$ cat src/rtl/axi4_lite_reg_master.sv
// AXI4-Lite initiator: turns single register commands (index, read/write, data)
// into one AXI4-Lite transaction at a time and returns data/response on a valid/ready channel.
module axi4_lite_reg_master #(
  parameter int AXI_ADDR_WIDTH = 32,
  parameter int AXI_DATA_WIDTH = 32,
  parameter logic [AXI_ADDR_WIDTH-1:0] AXI_BASE_ADDR = '0,
  parameter int REGISTER_WIDTH = 32,
  parameter int NUM_REGISTERS = 16,
  localparam int IDX_W = (NUM_REGISTERS > 1) ? $clog2(NUM_REGISTERS) : 1
) (
  input  logic                        clk,
  input  logic                        rst,
  input  logic                        i_cmd_valid,
  output logic                        o_cmd_ready,
  input  logic                        i_cmd_write,
  input  logic [IDX_W-1:0]            i_cmd_idx,
  input  logic [REGISTER_WIDTH-1:0]   i_cmd_data,
  output logic                        o_rsp_valid,
  input  logic                        i_rsp_ready,
  output logic [REGISTER_WIDTH-1:0]   o_rsp_data,
  output logic [1:0]                  o_rsp_resp,
  output logic                        o_busy,
  output logic [AXI_ADDR_WIDTH-1:0]   axi_awaddr,
  output logic [2:0]                  axi_awprot,
  output logic                        axi_awvalid,
  input  logic                        axi_awready,
  output logic [AXI_DATA_WIDTH-1:0]   axi_wdata,
  output logic [AXI_DATA_WIDTH/8-1:0] axi_wstrb,
  output logic                        axi_wvalid,
  input  logic                        axi_wready,
  input  logic [1:0]                  axi_bresp,
  input  logic                        axi_bvalid,
  output logic                        axi_bready,
  output logic [AXI_ADDR_WIDTH-1:0]   axi_araddr,
  output logic [2:0]                  axi_arprot,
  output logic                        axi_arvalid,
  input  logic                        axi_arready,
  input  logic [AXI_DATA_WIDTH-1:0]   axi_rdata,
  input  logic [1:0]                  axi_rresp,
  input  logic                        axi_rvalid,
  output logic                        axi_rready
);

  localparam int STRB_W = AXI_DATA_WIDTH / 8;
  localparam int ADDR_SHIFT = $clog2(STRB_W);
  localparam logic [IDX_W:0] REG_COUNT = NUM_REGISTERS[IDX_W:0];

  typedef enum logic [2:0] {IDLE, WR, WR_RESP, RD_ADDR, RD_DATA, RSP} state_t;

  state_t                      state, state_next;
  logic [AXI_ADDR_WIDTH-1:0]   addr_q;
  logic [AXI_DATA_WIDTH-1:0]   wdata_q;
  logic                        aw_done, w_done;
  logic [REGISTER_WIDTH-1:0]   rsp_data_q;
  logic [1:0]                  rsp_resp_q;
  logic                        cmd_fire, idx_oor, aw_hs, w_hs;

  assign cmd_fire = i_cmd_valid && o_cmd_ready;
  assign idx_oor  = {1'b0, i_cmd_idx} >= REG_COUNT;
  assign aw_hs    = axi_awvalid && axi_awready;
  assign w_hs     = axi_wvalid && axi_wready;

  assign axi_awaddr = addr_q;
  assign axi_araddr = addr_q;
  assign axi_awprot = 3'b000;
  assign axi_arprot = 3'b000;
  assign axi_wdata  = wdata_q;
  assign axi_wstrb  = '1;
  assign o_rsp_data = rsp_data_q;
  assign o_rsp_resp = rsp_resp_q;

  always_ff @(posedge clk) begin
    if (rst) state <= IDLE;
    else     state <= state_next;
  end

  // AW and W complete independently; leave WR only once both have handshaken
  always_comb begin
    state_next = state;
    case (state)
      IDLE:    if (cmd_fire) state_next = idx_oor ? RSP : (i_cmd_write ? WR : RD_ADDR);
      WR:      if ((aw_done || aw_hs) && (w_done || w_hs)) state_next = WR_RESP;
      WR_RESP: if (axi_bvalid) state_next = RSP;
      RD_ADDR: if (axi_arready) state_next = RD_DATA;
      RD_DATA: if (axi_rvalid) state_next = RSP;
      RSP:     if (i_rsp_ready) state_next = IDLE;
      default: state_next = IDLE;
    endcase
  end

  always_comb begin
    o_cmd_ready = 1'b0;
    axi_awvalid = 1'b0;
    axi_wvalid  = 1'b0;
    axi_bready  = 1'b0;
    axi_arvalid = 1'b0;
    axi_rready  = 1'b0;
    o_rsp_valid = 1'b0;
    o_busy      = (state != IDLE);
    case (state)
      IDLE:    o_cmd_ready = !rst;
      WR: begin
        axi_awvalid = !aw_done;
        axi_wvalid  = !w_done;
      end
      WR_RESP: axi_bready  = 1'b1;
      RD_ADDR: axi_arvalid = 1'b1;
      RD_DATA: axi_rready  = 1'b1;
      RSP:     o_rsp_valid = 1'b1;
      default: ;
    endcase
  end

  // Out-of-range commands preload the local error code so RSP needs no extra path
  always_ff @(posedge clk) begin
    if (rst) begin
      addr_q     <= '0;
      wdata_q    <= '0;
      aw_done    <= 1'b0;
      w_done     <= 1'b0;
      rsp_data_q <= '0;
      rsp_resp_q <= 2'b00;
    end else begin
      if (cmd_fire) begin
        addr_q     <= AXI_BASE_ADDR + (AXI_ADDR_WIDTH'(i_cmd_idx) << ADDR_SHIFT);
        wdata_q    <= AXI_DATA_WIDTH'(i_cmd_data);
        aw_done    <= 1'b0;
        w_done     <= 1'b0;
        rsp_data_q <= '0;
        rsp_resp_q <= idx_oor ? 2'b10 : 2'b00;
      end
      if (aw_hs) aw_done <= 1'b1;
      if (w_hs)  w_done  <= 1'b1;
      if (axi_bvalid && axi_bready) rsp_resp_q <= axi_bresp;
      if (axi_rvalid && axi_rready) begin
        rsp_data_q <= axi_rdata[REGISTER_WIDTH-1:0];
        rsp_resp_q <= axi_rresp;
      end
    end
  end

endmodule

$ cat config.mk
export PLATFORM = sky130hd
export DESIGN_NAME = axi4_lite_reg_master
export DESIGN_NICKNAME = d
export VERILOG_FILES = /design/src/rtl/axi4_lite_reg_master.sv
export SDC_FILE = /design/constraint.sdc
export NUM_CORES = 1
export LEC_CHECK = 0
export CAP_MARGIN = 20
export CORE_UTILIZATION = 34
export CTS_BUF_LIST = sky130_fd_sc_hd__clkbuf_2 sky130_fd_sc_hd__clkbuf_4 sky130_fd_sc_hd__clkbuf_8
export DETAILED_ROUTE_END_ITERATION = 12
export MAX_ROUTING_LAYER = met4
export PLACE_DENSITY = 0.8
export SLEW_MARGIN = 5
export SYNTH_ARGS = -nofsm -noshare
export SYNTH_HDL_FRONTEND = slang
export SYNTH_SLANG_ARGS = --single-unit
$ cat constraint.sdc
create_clock -name clk -period 1.35 [get_ports clk]
set_input_delay 0.27 -clock clk [delete_from_list [all_inputs] [get_ports clk]]
set_output_delay 0.27 -clock clk [all_outputs]
set_load 0.02 [all_outputs]
==> results of run 1 <==
per-stage QoR:
step / hold slack, ns / util [%] / setup WS (ns) / setup TNS (ns)
finish: 0.458 / 57.2 / -0.223 / -14.87
floorplan: 0.373 / - / -0.0839 / -4.62
global route: 0.461 / 57.2 / -0.286 / -20.40
global placement: 0.452 / 51.4 / -0.376 / -10.35
CTS: 0.452 / 55.5 / -0.220 / -13.12
detailed placement: 0.457 / 51.4 / -0.402 / -11.41
layout by cell type (no fill, tap or decap), drive strengths merged, types with 2 or more instances in the layout:
master,n
dfxtp,75
a22oi,2
clkbuf,20
nor2,5
clkdlybuf4s50,80
dlygate4sd2,51
nor3b,4
and2,5
a21oi,38
nand3,32
clkinv,2
nand2,113
clkinvlp,2
o21ai,2
buf,48
clkdlybuf4s15,16
nand3b,38
conb,66
repair_timing:
item,CTS,global route
gates resized for setup,140,55
pin swaps,12,12
setup endpoints to repair,124,98
setup buffers,9,5
gates cloned,5,5
per-layer routing:
layer | wire length (um) | share of wire (%)
met1 | 4320 | 41
met3 | 692 | 6.6
met4 | 189 | 1.8
met2 | 5250 | 50
met5 | 0 | 0
area by class of cell:
cell class	instances	area [um^2]	area share [%]
well taps	133	166	2.95
flip-flops and latches	75	1510	26.8
inverters	1	3.75	0.0665
multi-input cells	317	1690	29.9
clock buffers	10	131	2.33
clock inverters	5	55.1	0.976
repair buffers	205	2080	36.9
cell families (layout without fill, tap and decap cells):
family          Yosys count  in the layout  synth area share, %
compound gates           47             47                 7.34
simple gates            202            203                 28.8
flops                    75             75                 43.0
other cells               2             66                0.215
mux                       1              1                0.286
buf+inv                 100            221                 20.4
sequential cells by signal, indices dropped and copies added, names as in the netlist:
name / cells
axi_araddr: 4
state: 3
o_rsp_data: 32
axi_wdata: 32
aw_done: 1
o_rsp_resp: 2
w_done: 1
worst max-delay path, stage by stage (launching register included):
cell and delay [ns]:
dfxtp_4 0.38, buf_6 0.13, nor4_4 0.26, buf_4 0.20
how the worst min path moves through the flow:
stage	start	endpoint	slack, ns	cells after the start
after CTS	rst	state[2]	0.45	3
after global placement	o_rsp_data[25]	o_rsp_data[25]	0.45	2
after detailed placement	axi_wdata[4]	axi_wdata[4]	0.46	2
after floorplan	i_cmd_idx[0]	axi_araddr[2]	0.37	2
final	o_rsp_data[12]	o_rsp_data[12]	0.46	2
after global routing	i_cmd_data[21]	axi_wdata[21]	0.46	3
power by group:
group          internal, mW  switching [mW]  total, mW  leakage, nW
Sequential             2.39           0.114       2.50        0.614
Clock                 0.858           0.790       1.65       0.0916
Combinational         0.886           0.997       1.88         1.88
Total                  4.13            1.90       6.03         2.58
==> flow_summary.ini, run 1 <==
[drt]
viasPerCell = 4.49
via_count = 3346
wl_um = 10500
wire_per_inst_um = 14.0
drtIter0Drc = 78
drc = 0
antenna_left = 0
dr.pass1.iters = 4

[logic_synthesis]
synthTopCellsByArea = dfxtp_1 43%, buf_4 15%, nand2_1 12%, nand3b_1 8.2%, a21oi_1 5.4%
synth-async-reset-ratio_pct = 0
postSynthCellCount = 427
synth.most_common_cell = nand2_1
synth_ff_type = dfxtp_1
synth_edf_count = 0
synth_common_cells = 112 x nand2_1, 75 x dfxtp_1, 72 x buf_4
synth_top_area_cell = dfxtp_1
avgSynthCellArea_um2 = 8.18
synth_area_um2 = 3490
ys_ff_latch = 75
yosysUniqueCellTypes = 30
yosys_warnings = 0
synth.top_cell.area_share_pct = 43.0
ys_seq_area_share_pct = 43.0

[grt]
grt_pass1_wl_um = 14400
use_met1_pct = 20.0
overflow = 0
grt_pass1_vias = 3014
top_usage_layer = met2
track_usage_pct = 18.2
use_met3_pct = 4.37
gr-usage-met2_pct = 32.1
grt_max_degree = 42
antenna_found_initial = 0

[timing]
slew_viol_final = 0
period_minus_slack_ns = 1.57
setup_violations = 81
fmax_mhz = 636
fin_ws_ns = -0.223
fin_skew_ns = 0.00695
hold_viol = 0
fin_crit_sh_pct = 116
rsz0062_at_grt = true

[worst_setup_path]
r2r_setup_slack_ns = -0.22
r2r_end = o_rsp_data[9]
r2r_cells = 7
r2r_start = state[0]
worstSetupPathType = reg2out
cp.required_ns = 1.08
crit_arrival_ns = 1.30
crit_start = state[0]
crit_fanout = 7
crit_path_end_kind = output pin
crit_end = o_cmd_ready
start_kind = flop

[floorplan]
rows = 36
initial_core_util_pct = 35.4
fp.coreArea_um2 = 9860
dieHeight_um = 103
dieArea_um2 = 10700
fp.dieW_um = 103
pin_count = 230

[cts]
clkSinkCount = 75
h-tree-depth = 3
clk_latency_ns = 0.33
cts_tree = built
cts-root-buf = clkbuf_8
clkSlewWorstSetupHoldPaths_ns = 0.08
numCtsBuffers = 9
clockBufferDepth = 2
cts_hold_buf = 0

[finish]
drive_above_1_share_pct = 17.9
finalNetCount = 691
fin_cells = 746
n_antenna_cell = 0
fin_area_um2 = 5640
area_delta_synth_final_pct = 61.4
fillCellCount = 888

[placed_design]
gp_congestion = 0.778
dpl.hpwl_um = 6360
portBuffers = 163
dp_cells = 708
dpl_cell_area_um2 = 5070

[run_status]
violations = negative setup slack
status = finished with violations

[power_and_ir_drop]
power.total_mw = 6.03
peakVddDrop_v = 0.000597
p_leak_nw = 2.58
p_per_area_nw_per_um2 = 1070

[flow_run]
maxCapViolCount = 0

[hold_path]
worstHoldPathType = reg2reg
(Power assumes the default switching activity.)
==> run 2: changes to the inputs <==
--- a/config.mk
+++ b/config.mk
@@ -6,9 +6,11 @@
 export NUM_CORES = 1
 export LEC_CHECK = 0
 export CAP_MARGIN = 20
+export CORE_MARGIN = 2
 export CORE_UTILIZATION = 34
 export CTS_BUF_LIST = sky130_fd_sc_hd__clkbuf_2 sky130_fd_sc_hd__clkbuf_4 sky130_fd_sc_hd__clkbuf_8
 export DETAILED_ROUTE_END_ITERATION = 12
+export GPL_TIMING_DRIVEN = 0
 export MAX_ROUTING_LAYER = met4
 export PLACE_DENSITY = 0.8
 export SLEW_MARGIN = 5
==> run 2 against run 1 <==
Net effect:
- the run still ends with negative setup slack left
- critical path type unchanged
- largest power group unchanged
- combinational power is 16% higher
- hold slack about the same
- register-to-register slack better by 0.02 ns
- total power is 10% higher
- via count rose by 10%
==> flow_summary.ini, run 2 (synthesized netlist as in run 1, its figures left out) <==
[run_status]
violations = negative setup slack
status = finished with violations

[worst_setup_path]
crit_path_end_kind = output pin
cp.required_ns = 1.08
worstSetupPathType = reg2out
start_kind = flop
crit_fanout = 4
r2r_cells = 8
crit_arrival_ns = 1.32

[cts]
clk_latency_ns = 0.34
cts_hold_buf = 0
clkSlewWorstSetupHoldPaths_ns = 0.08
clkSinkCount = 75
cts_tree = built
numCtsBuffers = 9
cts-root-buf = clkbuf_8
h-tree-depth = 3
clockBufferDepth = 2

[power_and_ir_drop]
p_seq_share_pct = 37.6
p_switching_mw = 2.06
comb_power_share_pct = 33.0
p_leak_nw = 3.09
p_sw_share_pct = 31.1
peakVddDrop_v = 0.000655
p_per_area_nw_per_um2 = 1030
pwr-share-clk_pct = 29.4
power.total_mw = 6.64
p_int_mw = 4.58

[grt]
grt_pass1_wl_um = 16100
overflow = 0
grt_pass1_vias = 3470
antenna_found_initial = 0
track_usage_pct = 18.5
grt_max_degree = 14

[floorplan]
fp.coreArea_um2 = 10100
pin_count = 230
rows = 37
fp.dieW_um = 105
dieHeight_um = 105
initial_core_util_pct = 34.5
dieArea_um2 = 11100

[finish]
drive_above_1_share_pct = 33.5
final_util_pct = 63.6
ff_latch_area_um2 = 1520
multiInputGateArea_um2 = 1830
layout_common_cells = 85 x buf_4, 79 x clkdlybuf4s50_1, 70 x nand2_1, 68 x dfxtp_1, 66 x conb_1
layout_commonest_cell = buf_4
fillCellCount = 855
area_delta_synth_final_pct = 84.4
finalNetCount = 775
n_antenna_cell = 0

[drt]
wire_per_inst_um = 13.7
drc = 0
dr.pass1.iters = 4
viasPerCell = 4.42
via_count = 3683
wl_um = 11400
drtIter0Drc = 100
antenna_left = 0

[timing]
rsz0062_at_grt = true
setup_violations = 81
hold_viol = 0
holdWs_ns = 0.459
period_minus_slack_ns = 1.59
fmax_mhz = 631
slew_viol_final = 0
fin_skew_ns = 0.00497
maxSlewHeadroom_pct = 58.4
worstMarginPinSlew_ns = 0.624
fin_crit_sh_pct = 117
fin_ws_ns = -0.236

[placed_design]
dpl.hpwl_um = 7750
portBuffers = 163
gp_congestion = 0.789
dp_slack_ns = -0.753

[flow_run]
maxCapViolCount = 0

[hold_path]
worstHoldPathCells = 3
worstHoldPathType = in2reg
==> run 2: cell types whose count changed in the layout (fill, tap and decap cells not counted), sizes merged <==
cell	before	now
dlygate4sd2	51	61
buf	48	122
clkbuf	20	25
bufinv	1	2
clkdlybuf4s15	16	12
clkdlybuf4s50	80	79
==> run 2: critical path: stages (launching register included) <==
cell and delay (ns):
dfxtp_2 0.33, buf_4 0.15, or3_4 0.36, buf_6 0.14
==> run 2: what timing repair did <==
item / in CTS / in global routing
gates resized for setup: 152 / 123
gates cloned: 1 / 9
endpoints found under the hold margin: 0 / 0
setup buffers: 12 / 8
pin swaps: 8 / 17
setup endpoints to repair: 157 / 96
==> run 2: per-layer routing <==
| metal | vias to the layer above | global-route usage [%] | share of wire [%] |
|---|---|---|---|
| li1 | 1801 | - | - |
| met1 | 1699 | 20.0 | 40 |
| met2 | 170 | 33.5 | 52 |
| met3 | 13 | 4.58 | 6.5 |
| met4 | 0 | 4.86 | 1.1 |
| met5 | - | - | 0 |
==> run 2: through the flow <==
| stage | std cells | area [um^2] | setup TNS (ns) |
|---|---|---|---|
| after CTS | 818 | 5900 | -10.83 |
| after floorplan | 491 | 3800 | -4.62 |
| after global routing | 834 | 6440 | -17.28 |
| final | 834 | 6440 | -11.46 |
| after global placement | 790 | 5600 | -45.65 |
| after detailed placement | 790 | 5600 | -48.62 |
==> run 2: path summary, 6_finish.rpt <==
| check | endpoint | slack, ns | start |
|---|---|---|---|
| hold / removal | axi_wdata[5] | 0.46 | i_cmd_data[5] |
| hold reg to reg | o_rsp_data[25] | 0.46 | o_rsp_data[25] |
| setup / recovery | o_busy | -0.24 | state[1] |
| setup reg to reg | axi_wdata[8] | -0.20 | state[1] |
==> run 2: area by class of cell <==
cell class | instances | share of cell area [%]
plain buffers | 97 | 12.2
clock buffers | 10 | 2.14
clock inverters | 6 | 1.38
inverters | 1 | 0.0971
multi-input cells | 317 | 28.4
flip-flops and latches | 75 | 23.5
well taps | 136 | 2.64
repair buffers | 192 | 29.6
==> run 2: power by group through the flow <==
stage / sequential (mW) / clock (mW) / combinational [mW]
after floorplan: 2.71 / 0 / 0.858
after global placement: 2.53 / 0 / 1.79
after detailed placement: 2.54 / 0 / 1.81
after CTS: 2.49 / 2.00 / 1.82
after global routing: 2.51 / 2.09 / 2.33
final: 2.49 / 1.96 / 2.19
